### src/rtl/vc_allocator_mvc.sv
// Multi-VC separable input-first virtual-channel allocator with round-robin
// fairness at both stages and round-robin downstream VC selection.
module vc_allocator_mvc #(
  parameter int unsigned PORT_NUM  = 5,
  parameter int unsigned VC_NUM    = 2,
  parameter int unsigned VC_SIZE   = (VC_NUM > 1) ? $clog2(VC_NUM) : 1,
  parameter int unsigned PORT_SIZE = (PORT_NUM > 1) ? $clog2(PORT_NUM) : 1
) (
  input  logic                                 clk,
  input  logic                                 rst,
  input  logic [PORT_NUM*VC_NUM-1:0]           idle_downstream_vc_i,
  input  logic [PORT_NUM*VC_NUM-1:0]           vc_request_i,
  input  logic [PORT_NUM*VC_NUM*PORT_SIZE-1:0] out_port_i,
  output logic [PORT_NUM*VC_NUM-1:0]           vc_valid_o,
  output logic [PORT_NUM*VC_NUM*VC_SIZE-1:0]   vc_new_o
);

  localparam int unsigned N = PORT_NUM * VC_NUM;

  logic [N-1:0]         avail;
  logic [VC_SIZE-1:0]   in_ptr  [PORT_NUM];
  logic [PORT_SIZE-1:0] out_ptr [PORT_NUM];
  logic [VC_SIZE-1:0]   vc_ptr  [PORT_NUM];

  logic [PORT_SIZE-1:0] tgt [N];
  logic [PORT_NUM-1:0]  port_has_vc;
  logic [N-1:0]         elig;

  logic [PORT_NUM-1:0]  s1_valid;
  logic [VC_SIZE-1:0]   s1_vc  [PORT_NUM];
  logic [PORT_SIZE-1:0] s1_tgt [PORT_NUM];

  logic [PORT_NUM-1:0]  s2_valid;
  logic [PORT_SIZE-1:0] s2_port [PORT_NUM];
  logic [VC_SIZE-1:0]   sel_vc  [PORT_NUM];

  logic [PORT_NUM-1:0]  in_upd;
  logic [VC_SIZE-1:0]   in_nxt [PORT_NUM];

  // Eligibility: in-range target port that still owns a free VC
  always_comb begin
    for (int o = 0; o < PORT_NUM; o++) begin
      port_has_vc[o] = |avail[o*VC_NUM +: VC_NUM];
    end
    for (int i = 0; i < N; i++) begin
      tgt[i]  = out_port_i[i*PORT_SIZE +: PORT_SIZE];
      elig[i] = 1'b0;
      for (int o = 0; o < PORT_NUM; o++) begin
        if (vc_request_i[i] && (tgt[i] == PORT_SIZE'(o)) && port_has_vc[o]) elig[i] = 1'b1;
      end
    end
  end

  // Round-robin as two passes: indices at/after the pointer, then the wrapped ones
  always_comb begin
    for (int p = 0; p < PORT_NUM; p++) begin
      s1_valid[p] = 1'b0;
      s1_vc[p]    = '0;
      s1_tgt[p]   = '0;
      for (int pass = 0; pass < 2; pass++) begin
        for (int v = 0; v < VC_NUM; v++) begin
          if (!s1_valid[p] && elig[p*VC_NUM+v] &&
              ((pass == 0) == (VC_SIZE'(v) >= in_ptr[p]))) begin
            s1_valid[p] = 1'b1;
            s1_vc[p]    = VC_SIZE'(v);
            s1_tgt[p]   = tgt[p*VC_NUM+v];
          end
        end
      end
    end
  end

  // Output-port arbitration and downstream VC pick
  always_comb begin
    for (int o = 0; o < PORT_NUM; o++) begin
      s2_valid[o] = 1'b0;
      s2_port[o]  = '0;
      for (int pass = 0; pass < 2; pass++) begin
        for (int p = 0; p < PORT_NUM; p++) begin
          if (!s2_valid[o] && s1_valid[p] && (s1_tgt[p] == PORT_SIZE'(o)) &&
              ((pass == 0) == (PORT_SIZE'(p) >= out_ptr[o]))) begin
            s2_valid[o] = 1'b1;
            s2_port[o]  = PORT_SIZE'(p);
          end
        end
      end
    end
  end

  always_comb begin
    for (int o = 0; o < PORT_NUM; o++) begin
      sel_vc[o] = '0;
      for (int pass = 1; pass >= 0; pass--) begin
        for (int d = VC_NUM - 1; d >= 0; d--) begin
          if (avail[o*VC_NUM+d] && ((pass == 0) == (VC_SIZE'(d) >= vc_ptr[o]))) begin
            sel_vc[o] = VC_SIZE'(d);
          end
        end
      end
    end
  end

  // Map output grants back to the requesting upstream VC
  always_comb begin
    vc_valid_o = '0;
    vc_new_o   = '0;
    in_upd     = '0;
    for (int p = 0; p < PORT_NUM; p++) begin
      in_nxt[p] = (s1_vc[p] == VC_SIZE'(VC_NUM - 1)) ? '0 : s1_vc[p] + VC_SIZE'(1);
    end
    for (int o = 0; o < PORT_NUM; o++) begin
      for (int p = 0; p < PORT_NUM; p++) begin
        if (!rst && s2_valid[o] && (s2_port[o] == PORT_SIZE'(p))) begin
          in_upd[p] = 1'b1;
          for (int v = 0; v < VC_NUM; v++) begin
            if (s1_vc[p] == VC_SIZE'(v)) begin
              vc_valid_o[p*VC_NUM+v]                    = 1'b1;
              vc_new_o[(p*VC_NUM+v)*VC_SIZE +: VC_SIZE] = sel_vc[o];
            end
          end
        end
      end
    end
  end

  always_ff @(posedge clk) begin
    if (rst) begin
      avail <= '1;
      for (int p = 0; p < PORT_NUM; p++) begin
        in_ptr[p]  <= '0;
        out_ptr[p] <= '0;
        vc_ptr[p]  <= '0;
      end
    end else begin
      for (int i = 0; i < N; i++) begin
        if (!avail[i] && idle_downstream_vc_i[i]) avail[i] <= 1'b1;
      end
      for (int p = 0; p < PORT_NUM; p++) begin
        if (in_upd[p]) in_ptr[p] <= in_nxt[p];
      end
      // Grant and release never address the same VC, so ordering here is moot
      for (int o = 0; o < PORT_NUM; o++) begin
        if (s2_valid[o]) begin
          out_ptr[o] <= (s2_port[o] == PORT_SIZE'(PORT_NUM - 1)) ? '0 : s2_port[o] + PORT_SIZE'(1);
          vc_ptr[o]  <= (sel_vc[o] == VC_SIZE'(VC_NUM - 1)) ? '0 : sel_vc[o] + VC_SIZE'(1);
          for (int d = 0; d < VC_NUM; d++) begin
            if (sel_vc[o] == VC_SIZE'(d)) avail[o*VC_NUM+d] <= 1'b0;
          end
        end
      end
    end
  end

endmodule

### config.mk
export PLATFORM = sky130hd
export DESIGN_NAME = vc_allocator_mvc
export DESIGN_NICKNAME = d
export VERILOG_FILES = /design/src/rtl/vc_allocator_mvc.sv
export SDC_FILE = /design/constraint.sdc
export NUM_CORES = 1
export LEC_CHECK = 0
export CORE_MARGIN = 5
export CORE_UTILIZATION = 57
export CTS_CLUSTER_SIZE = 40
export DETAILED_ROUTE_END_ITERATION = 7
export GPL_ROUTABILITY_DRIVEN = 0
export PLACE_DENSITY = 0.87
export SYNTH_ARGS = -nofsm -noshare
export SYNTH_HDL_FRONTEND = slang
export SYNTH_SLANG_ARGS = --single-unit
### constraint.sdc
create_clock -name clk -period 6 [get_ports clk]
set_clock_uncertainty 0.05 [all_clocks]
set_input_delay 0.9 -clock clk [delete_from_list [all_inputs] [get_ports clk]]
set_output_delay 0.9 -clock clk [all_outputs]
set_load 0.005 [all_outputs]
==> results of run 1 <==
metrics by stage:
step           TNS [ps]  setup WS (ps)
2_1_floorplan         0          710.6
3_3_place_gp     -897.9         -195.3
3_5_place_dp      -3438         -270.7
4_1_cts          -1.273         -1.273
kinds of logic after synthesis:
logic type,synth area share
AO/OA/AOI/OAI,0.3605
multiplexers,0.01297
adder cells (fa/ha/maj),0.04741
XOR/XNOR,0.001747
AND/OR/NAND/NOR,0.3373
buffers and inverters,0.05040
flip-flops,0.1896
layer usage:
layer	track usage	GRT overflow
met2	0.8852	23
met1	0.7071	1
met4	0.7290	19
met3	0.5908	0
met5	0.1810	0
what timing repair did:
item,4_1_cts
buffers inserted,10
gates resized for setup,66
endpoints found under the setup margin,20
pin swaps,15
==> flow_summary.ini, run 1 <==
[run_status]
outcome = aborted with a tool error
stop_stage = 5_1_grt
error = [ERROR GRT-0232] Routing congestion too high. Check the congestion heatmap in the GUI.

[place]
dpl.hpwl_um = 16890
placed_cells = 962
dpl-instance-area_um2 = 6948
portBuffers = 71

[synth]
synth_largest_area_cell = edfxtp_1
avgSynthCellArea_um2 = 7.787
seq_area_frac_synth = 0.1896
synth_edf_count = 25
synth_common_cells = nor2_1 (75), inv_1 (47), nand2_1 (46)
synth_top_area_frac = 0.1497
synth-main-ff-cell = edfxtp_1
yosysUniqueCellTypes = 106
async_flop_share = 0
syn_nets = 715
yosys_register_bits = 35
synthTopCellsByArea = edfxtp_1 (15%), nor2_1 (5.6%), ha_1 (4.7%)
syn-instance-count = 644
synthesis.area_um2 = 5015
ys_warn_count = 0
synth.most_common_cell = nor2_1

[die]
rows = 34
die_w_um = 103.8
io_pins = 72
initial_core_util = 0.5807
die_h_um = 103.8

[clock_tree]
cts_buffers = 5
cts_num_sinks = 35
clk_path_buf_depth = 2
cts-root-buf = clkbuf_8
holdBufCountCts = 0
htreeDepth = 2

[sta]
worstEndpointGrtRepair = vc_new_o[7]
worst-ep-kind = output port

[global_route]
overflow = 43
grtUsageTotal = 0.7224
grt_max_degree = 21
==> run 2, diff against run 1 <==
- CORE_UTILIZATION: 57 -> 40
- CTS_CLUSTER_SIZE: 40 -> not set
- PLACE_DENSITY: 0.87 -> not set
- PLACE_DENSITY_LB_ADDON: not set -> 0.15
==> flow_summary.ini, run 2 <==
[worst_setup_path]
start_kind = primary input
endpoint_kind = primary output
crit_buf_inv = 9
cp_slowest_cell = clkdlybuf4s50_1
worstPathArrival_ps = 5010
rr_endpoint = in_ptr[0][2]
timing.critical_path.mode_cell = buf_4
path_delay_family = buffers and inverters
r2r-start = avail[6]
worst_ep_required_time_ps = 5050
path_max_fanout = 4
path_cells = dlygate4sd2_1 > buf_4 > a211o_1 > buf_4 > a211oi_4 > buf_4 > nand3_1 > a22oi_2 > buf_4 > inv_1 > a31oi_1 > o32ai_2 > inv_1 > ha_2 > nor2b_2 > o21ai_2 > buf_4 > nand4bb_1 > o311a_1 > and2_1 > clkdlybuf4s50_1
crit_type = primary input to primary output
r2r_slack_ps = 870
cp_slowest_stage_delay_ps = 510
rr_worst_depth = 19

[global_route]
overflow = 0
grt_max_degree = 16
antenna_found_initial = 0
grt_pass1_wl_um = 34230
grt_pass1_vias = 6618
grtUsageTotal = 0.2952

[sta]
slew_headroom = 0.5157
period_needed_ps = 5956
max_freq_mhz = 167.9
tightest_slew_ps = 723.8
setup-violations-final = 0
rsz0062_at_grt = true
hold_violations = 0
slew_viol_final = 0
hold_ws_ps = 505.9
period_share = 0.9926

[power]
p_sw_mw = 1.089
p_int_mw = 1.236
ir_drop_mv = 0.1863
leakage_nw = 3.486
total_power_mw = 2.325
comb_power_share = 0.642
p_seq_frac = 0.244
p_clk_frac = 0.114
switching_share = 0.4684
cellPowerDensity_nw_per_um2 = 288.8

[flow_run]
drv_cap = 0

[final_layout]
layout-drive-gt1-share = 0.3711
stdcell_count = 1080
multi_input_area_um2 = 4305
regArea_um2 = 953.4
final_common_cell = buf_4
area_delta_synth_final_pct = 60.50
largest_reg_flops = 15
top_register = out_ptr
diodes = 0
nFillCells = 1084
layout.nets = 978
most-common-layout-cells = buf_4 (195), nor2_1 (71), inv_1 (47), nand2_1 (46), clkdlybuf4s50_1 (45)
reg_top3 = out_ptr x15, avail x10
fin_area_um2 = 8049

[clock_tree]
cts-root-buf = clkbuf_16
cts_num_sinks = 35
cts_tree = built
clkTransAtPathRegs_ps = 60
clk_path_buf_depth = 2
clock_latency_ps = 290
cts_buffers = 5
htreeDepth = 2

[detailed_routing]
vias = 6739
drt_wl_total_um = 22590
wl_per_cell_um = 20.92
dr.pass1.iters = 6
drt_iter0_markers = 656
ant_nets = 0
routed_via_density = 6.240
drcViolationCount = 0

[worst_hold_path]
min_path_cells = 2
min_to = avail[8]
hold_path.class = register to register
worstHoldStart = avail[8]

[synth]
async_flop_share = 0
synth_edf_count = 25
synth_largest_area_cell = edfxtp_1
synth-main-ff-cell = edfxtp_1
yosys_register_bits = 35
synth.most_common_cell = nor2_1
synth_top_area_frac = 0.1497
syn_nets = 715
avgSynthCellArea_um2 = 7.787
seq_area_frac_synth = 0.1896
synth_common_cells = nor2_1 (75), inv_1 (47), nand2_1 (46)
yosysUniqueCellTypes = 106
syn-instance-count = 644
ys_warn_count = 0
synthTopCellsByArea = edfxtp_1 (15%), nor2_1 (5.6%), ha_1 (4.7%)
synthesis.area_um2 = 5015

[die]
rows = 41
dieArea_um2 = 14880
io_pins = 72
die_h_um = 122.0
coreArea_um2 = 12470
die_w_um = 122.0
initial_core_util = 0.4023

[place]
placed_cells = 1053
dpl-instance-area_um2 = 7231
portBuffers = 71
dpl.hpwl_um = 17470

[run_status]
outcome = complete, no violations
[run 2: cell counts after synthesis]
No cell type changed its count.
[run 2: cells by family (layout without fill, tap and decap cells)]
logic type | Yosys count | count (layout) | share of synthesized area
and+or+nand+nor | 304 | 304 | 0.3373
adders and majority gates | 19 | 19 | 0.04741
xor gates and xnor gates | 1 | 1 | 0.001747
AOI/OAI and AO/OA | 217 | 217 | 0.3605
muxes | 5 | 5 | 0.01297
buffers and inverters | 63 | 327 | 0.05040
DFF | 35 | 35 | 0.1896
[run 2: worst max path at each step]
stage / end / from / slack [ps] / cells after the start
after floorplan: vc_new_o[0] / out_port_i[2] / 710 / 15
after global placement: vc_new_o[6] / out_port_i[6] / -190 / 17
after detailed placement: vc_new_o[6] / out_port_i[24] / -330 / 17
after CTS: vc_new_o[1] / out_port_i[27] / -70 / 19
after global routing: vc_new_o[1] / out_port_i[16] / -100 / 21
final: vc_new_o[1] / out_port_i[16] / 40 / 21
[run 2: cell type report]
type                       instances  share of cell area
sequential                        35              0.1185
multi-input combinational        546              0.5349
clock inverter                     2            0.001554
inverter                          47             0.02192
timing repair buffer             272              0.2804
tap                              172             0.02674
clock buffer                       6             0.01601
[run 2: worst reg2reg max path: stages, from the launching register on]
cell and delay, ps:
dfxtp_1 480, nor2_2 510, mux4_2 400, nor3_4 50, buf_6 130, or4_1 550
buf_4 160, a22o_1 250, a31o_2 260, a32o_1 280, inv_1 90, nor2_1 50
ha_1 230, a221o_1 340, a221oi_4 260, buf_4 170, buf_4 110, nor4b_4 210
buf_4 220, a21oi_1 80
[run 2: power by group through the flow]
stage	clock, mW	sequential, mW	combinational [mW]
after detailed placement	0	0.549	1.33
after floorplan	0	0.454	0.774
after global placement	0	0.543	1.30
after CTS	0.268	0.552	1.39
after global routing	0.278	0.574	1.60
final	0.265	0.567	1.49
[run 2: stage by stage]
step	setup TNS [ps]	utilization	worst slack [ps]
global route	-517.8	0.6457	-100.3
floorplan	0	-	710.6
finish	0	0.6457	44.29
detailed placement	-4061	0.5800	-328.7
global placement	-1111	0.5800	-190.8
CTS	-179.2	0.6155	-66.64
[run 2: repair_timing]
action	CTS	global route
setup buffers	7	12
endpoints found under the setup margin	20	20
hold buffers	0	0
cloned	0	0
gates resized for setup	65	70
pin swaps	14	35
[run 2: routing by layer]
metal | global-route usage | wire length (µm) | up-vias
li1 | - | - | 3066
met1 | 0.3497 | 8863 | 3177
met2 | 0.4938 | 10430 | 402
met3 | 0.06035 | 2045 | 94
met4 | 0.1723 | 1247 | 0
met5 | 0 | 0 | -
Power figures use the tool's default switching activity.
==> run 3, diff against run 2 <==
- SETUP_SLACK_MARGIN: not set -> 0.15
==> flow_summary.ini, run 3 (synthesized netlist as in run 2, its figures left out) <==
[run_status]
outcome = complete, no violations

[worst_setup_path]
cp_slowest_stage_delay_ps = 520
path_max_fanout = 7
start_kind = register
endpoint_kind = primary output
path_cells = nor2_2 > mux4_2 > nor3_4 > buf_6 > or4_4 > buf_4 > a22o_1 > a31o_2 > a32o_1 > inv_1 > nor2_1 > ha_1 > a221o_1 > a221oi_4 > and2b_1 > clkdlybuf4s50_1
worstPathArrival_ps = 4970
crit_type = register to primary output
cp_slowest_cell = or4_4
r2r_slack_ps = 880
worst_ep_required_time_ps = 5050

[die]
rows = 41
initial_core_util = 0.4023
die_w_um = 122.0
dieArea_um2 = 14880
coreArea_um2 = 12470
die_h_um = 122.0
io_pins = 72

[final_layout]
nFillCells = 1068
most-common-layout-cells = buf_4 (200), nor2_1 (70), inv_1 (46), nand2_1 (45), clkdlybuf4s50_1 (36)
top_register = out_ptr
reg_top3 = out_ptr x15, avail x10
diodes = 0
fin_area_um2 = 8158
largest_reg_flops = 15
final_common_cell = buf_4
layout-drive-gt1-share = 0.4024
multi_input_area_um2 = 4438
regArea_um2 = 950.9
layout.nets = 982
area_delta_synth_final_pct = 62.67

[sta]
period_needed_ps = 5918
hold_violations = 0
rsz0062_at_grt = true
hold_ws_ps = 506.3
setup-violations-final = 0
max_freq_mhz = 169.0
slew_viol_final = 0
slew_headroom = 0.5037
setup_slack_ps = 81.66
period_share = 0.9864
timing.setup.tns_ps = 0
tightest_slew_ps = 741.8

[clock_tree]
cts_tree = built
htreeDepth = 2
clock_latency_ps = 290
cts-root-buf = clkbuf_16
clkTransAtPathRegs_ps = 60
cts_num_sinks = 35
cts_buffers = 5
clk_path_buf_depth = 2

[detailed_routing]
dr.pass1.iters = 5
wl_met2_um = 10860
drt_wl_total_um = 23240
vias = 6782
wl_per_cell_um = 21.44
m1WireLength_um = 8986
drcViolationCount = 0
met3RoutedLength_um = 2058
drt_iter0_markers = 600
ant_nets = 0
routed_via_density = 6.256
highest_layer = met4

[global_route]
grtUsageTotal = 0.3019
grt_max_degree = 16
antenna_found_initial = 0
grt_pass1_wl_um = 35080
grt_pass1_vias = 6711
overflow = 0

[power]
leakage_nw = 3.559
cellPowerDensity_nw_per_um2 = 291.2
ir_drop_mv = 0.1962

[place]
portBuffers = 71
dpl_worst_slack_ps = -328.7
dpl-instance-area_um2 = 7231
dpl.hpwl_um = 17470

[flow_run]
drv_cap = 0

[worst_hold_path]
hold_path.class = register to register
run 3: cell count changes in the layout (fill, tap and decap cells not counted), moves of 3 or more:
cell,before,now
buf_4,195,200
clkbuf_2,1,8
a31oi_1,7,4
nand3_1,27,24
dlygate4sd2_1,10,14
nand3_2,3,6
clkdlybuf4s50_1,45,36
run 3: path summary, 6_finish.rpt:
check,start,end,cells after the start
max,avail[6],vc_valid_o[7],16
min,avail[8],avail[8],2
max reg2reg,avail[6],in_ptr[0][2],19
min reg2reg,avail[8],avail[8],2
run 3: through the flow:
stage	std cells	utilization	power [mW]
after CTS	1073	0.6244	2.232
after floorplan	644	-	1.228
after detailed placement	1053	0.5800	1.875
after global routing	1084	0.6544	2.491
final	1084	0.6544	2.375
after global placement	1053	0.5800	1.842
run 3: per-layer routing:
layer | vias up | GRT usage
met3 | 99 | 0.05710
met1 | 3195 | 0.3576
met2 | 404 | 0.5200
li1 | 3084 | -
met4 | 0 | 0.1527
met5 | - | 0
run 3: timing repair:
action / 4_1_cts / 5_1_grt
buffers inserted: 12 / 11
gates resized for setup: 96 / 87
pin swaps: 36 / 34
endpoints found under the setup margin: 20 / 20
gates cloned: 0 / 0
hold buffers: 0 / 0
run 3: layout make-up:
type / count / area share
tap: 172 / 0.02638
multi-input combinational: 546 / 0.5440
sequential: 35 / 0.1166
inverter: 47 / 0.02163
timing repair buffer: 276 / 0.2741
clock buffer: 6 / 0.01580
clock inverter: 2 / 0.001534
run 3: power breakdown:
part           internal [mW]  switching [mW]
Sequential             0.395           0.171
Combinational          0.701           0.841
Clock                  0.154           0.113
run 3: worst max-delay path: cells and delay by family (launching register included):
| family | cells | cell delay [ps] |
|---|---|---|
| adders and majority gates | 1 | 230 |
| muxes | 1 | 400 |
| AOI/OAI and AO/OA | 5 | 1410 |
| and+or+nand+nor | 5 | 1350 |
| DFF | 1 | 470 |
| buffers and inverters | 4 | 820 |
==> run 4, diff against run 3 <==
- clock period: 6 -> 7.2 ns (I/O delays scaled with it)
==> flow_summary.ini, run 4 (synthesized netlist as in run 2, its figures left out) <==
[clock_tree]
cts_num_sinks = 35
clock_latency_ps = 290
clkTransAtPathRegs_ps = 60
cts_tree = built
cts_buffers = 5
htreeDepth = 2
clk_path_buf_depth = 2
cts-root-buf = clkbuf_16

[worst_hold_path]
hold_path.class = register to register

[die]
io_pins = 72
die_w_um = 122.0
die_h_um = 122.0
coreArea_um2 = 12470
rows = 41
dieArea_um2 = 14880
initial_core_util = 0.4023

[global_route]
overflow = 0
grt_max_degree = 22
grt_pass1_wl_um = 29220
grt_pass1_vias = 5368
antenna_found_initial = 0
grtUsageTotal = 0.2523

[worst_setup_path]
path_max_fanout = 6
path_cells = clkdlybuf4s50_1 > nor3_1 > a2111oi_1 > a221oi_2 > and2_1 > nor2_1 > or4_4 > o22ai_1 > inv_1 > ha_1 > a221o_1 > a221oi_4 > and2b_1 > clkdlybuf4s50_1
cp_slowest_stage_delay_ps = 590
worst_ep_required_time_ps = 6070
r2r_slack_ps = 1900
timing.critical_path.mode_cell = clkdlybuf4s50_1
crit_type = primary input to primary output
cp_slowest_cell = or4_4
worstPathArrival_ps = 5740
endpoint_kind = primary output
crit_buf_inv = 3
path_delay_family = simple AND/OR/NAND/NOR gates
start_kind = primary input

[final_layout]
nFillCells = 1207
diodes = 0
layout.nets = 791
most-common-layout-cells = nor2_1 (74), clkdlybuf4s50_1 (71), inv_1 (47), nand2_1 (46), a21oi_1 (34)
regArea_um2 = 950.9
layout-drive-gt1-share = 0.1345
final_common_cell = nor2_1
area_delta_synth_final_pct = 25.67
multi_input_area_um2 = 3970
largest_reg_flops = 15
top_register = out_ptr
reg_top3 = out_ptr x15, avail x10

[sta]
slew_viol_final = 0
timing.setup.tns_ps = 0
period_needed_ps = 6872
slew_headroom = 0.3944
hold_violations = 0
setup_slack_ps = 327.5
period_share = 0.9545
max_freq_mhz = 145.5
setup-violations-final = 0
tightest_slew_ps = 903.4
rsz0062_at_grt = false

[detailed_routing]
wl_per_cell_um = 21.63
routed_via_density = 6.447
wl_met2_um = 8839
dr.pass1.iters = 6
highest_layer = met4
drcViolationCount = 0
m1WireLength_um = 8093
met3RoutedLength_um = 1725
drt_wl_total_um = 19320
drt_iter0_markers = 611
vias = 5757
ant_nets = 0

[run_status]
outcome = complete, no violations

[power]
leakage_nw = 2.345
ir_drop_mv = 0.1718
cellPowerDensity_nw_per_um2 = 266.7

[place]
dpl.hpwl_um = 15390
dpl_worst_slack_ps = 212.4
portBuffers = 71

[flow_run]
drv_cap = 0
## run 4: area by class of cell
class                           instances  share of cell area
Multi-Input combinational cell        546              0.6299
Sequential cell                        35              0.1509
Timing Repair Buffer                   85              0.1294
Tap cell                              172             0.03415
Inverter                               47             0.02799
Clock buffer                            6             0.02204
Clock inverter                          2            0.005559
## run 4: worst reg2reg max path: cells and delay by family, from the launching register on
family / cells / cell delay [ps]
DFF: 1 / 760
muxes: 1 / 550
and+or+nand+nor: 6 / 2250
adders and majority gates: 1 / 260
AOI/OAI and AO/OA: 4 / 1150
## run 4: worst paths after layout
kind / from / endpoint / depth (start not counted)
setup reg to reg: avail[2] / in_ptr[0][4] / 12
hold reg to reg: avail[8] / avail[8] / 2
hold / removal: avail[8] / avail[8] / 2
setup / recovery: out_port_i[24] / vc_valid_o[7] / 14
## run 4: metal layers
layer | track usage | up-vias
met2 | 0.4133 | 280
met5 | 0 | -
met1 | 0.3294 | 2728
met3 | 0.04828 | 48
li1 | - | 2701
met4 | 0.09524 | 0
## run 4: where the power goes
part	total, mW	switching (mW)	internal [mW]
clock	0.263	0.0909	0.172
combinational	0.954	0.577	0.377
sequential	0.464	0.135	0.329
total	1.68	0.802	0.878
## run 4: metrics by stage
stage	power [mW]	hold WS (ps)	util	cell area, µm²	std cells
after floorplan	1.023	460.9	-	5015	644
after global placement	1.350	490.3	0.4765	5939	881
after detailed placement	1.362	502.9	0.4765	5939	881
after CTS	1.632	515.6	0.4904	6113	889
after global routing	1.785	555.1	0.5056	6302	893
final	1.681	520.5	0.5056	6302	893
## run 4: timing repair
action                                  in CTS  in global routing
endpoints found under the setup margin       0                 18
gates resized for setup                      0                 29
buffers inserted                             0                  4
hold buffers                                 0                  0
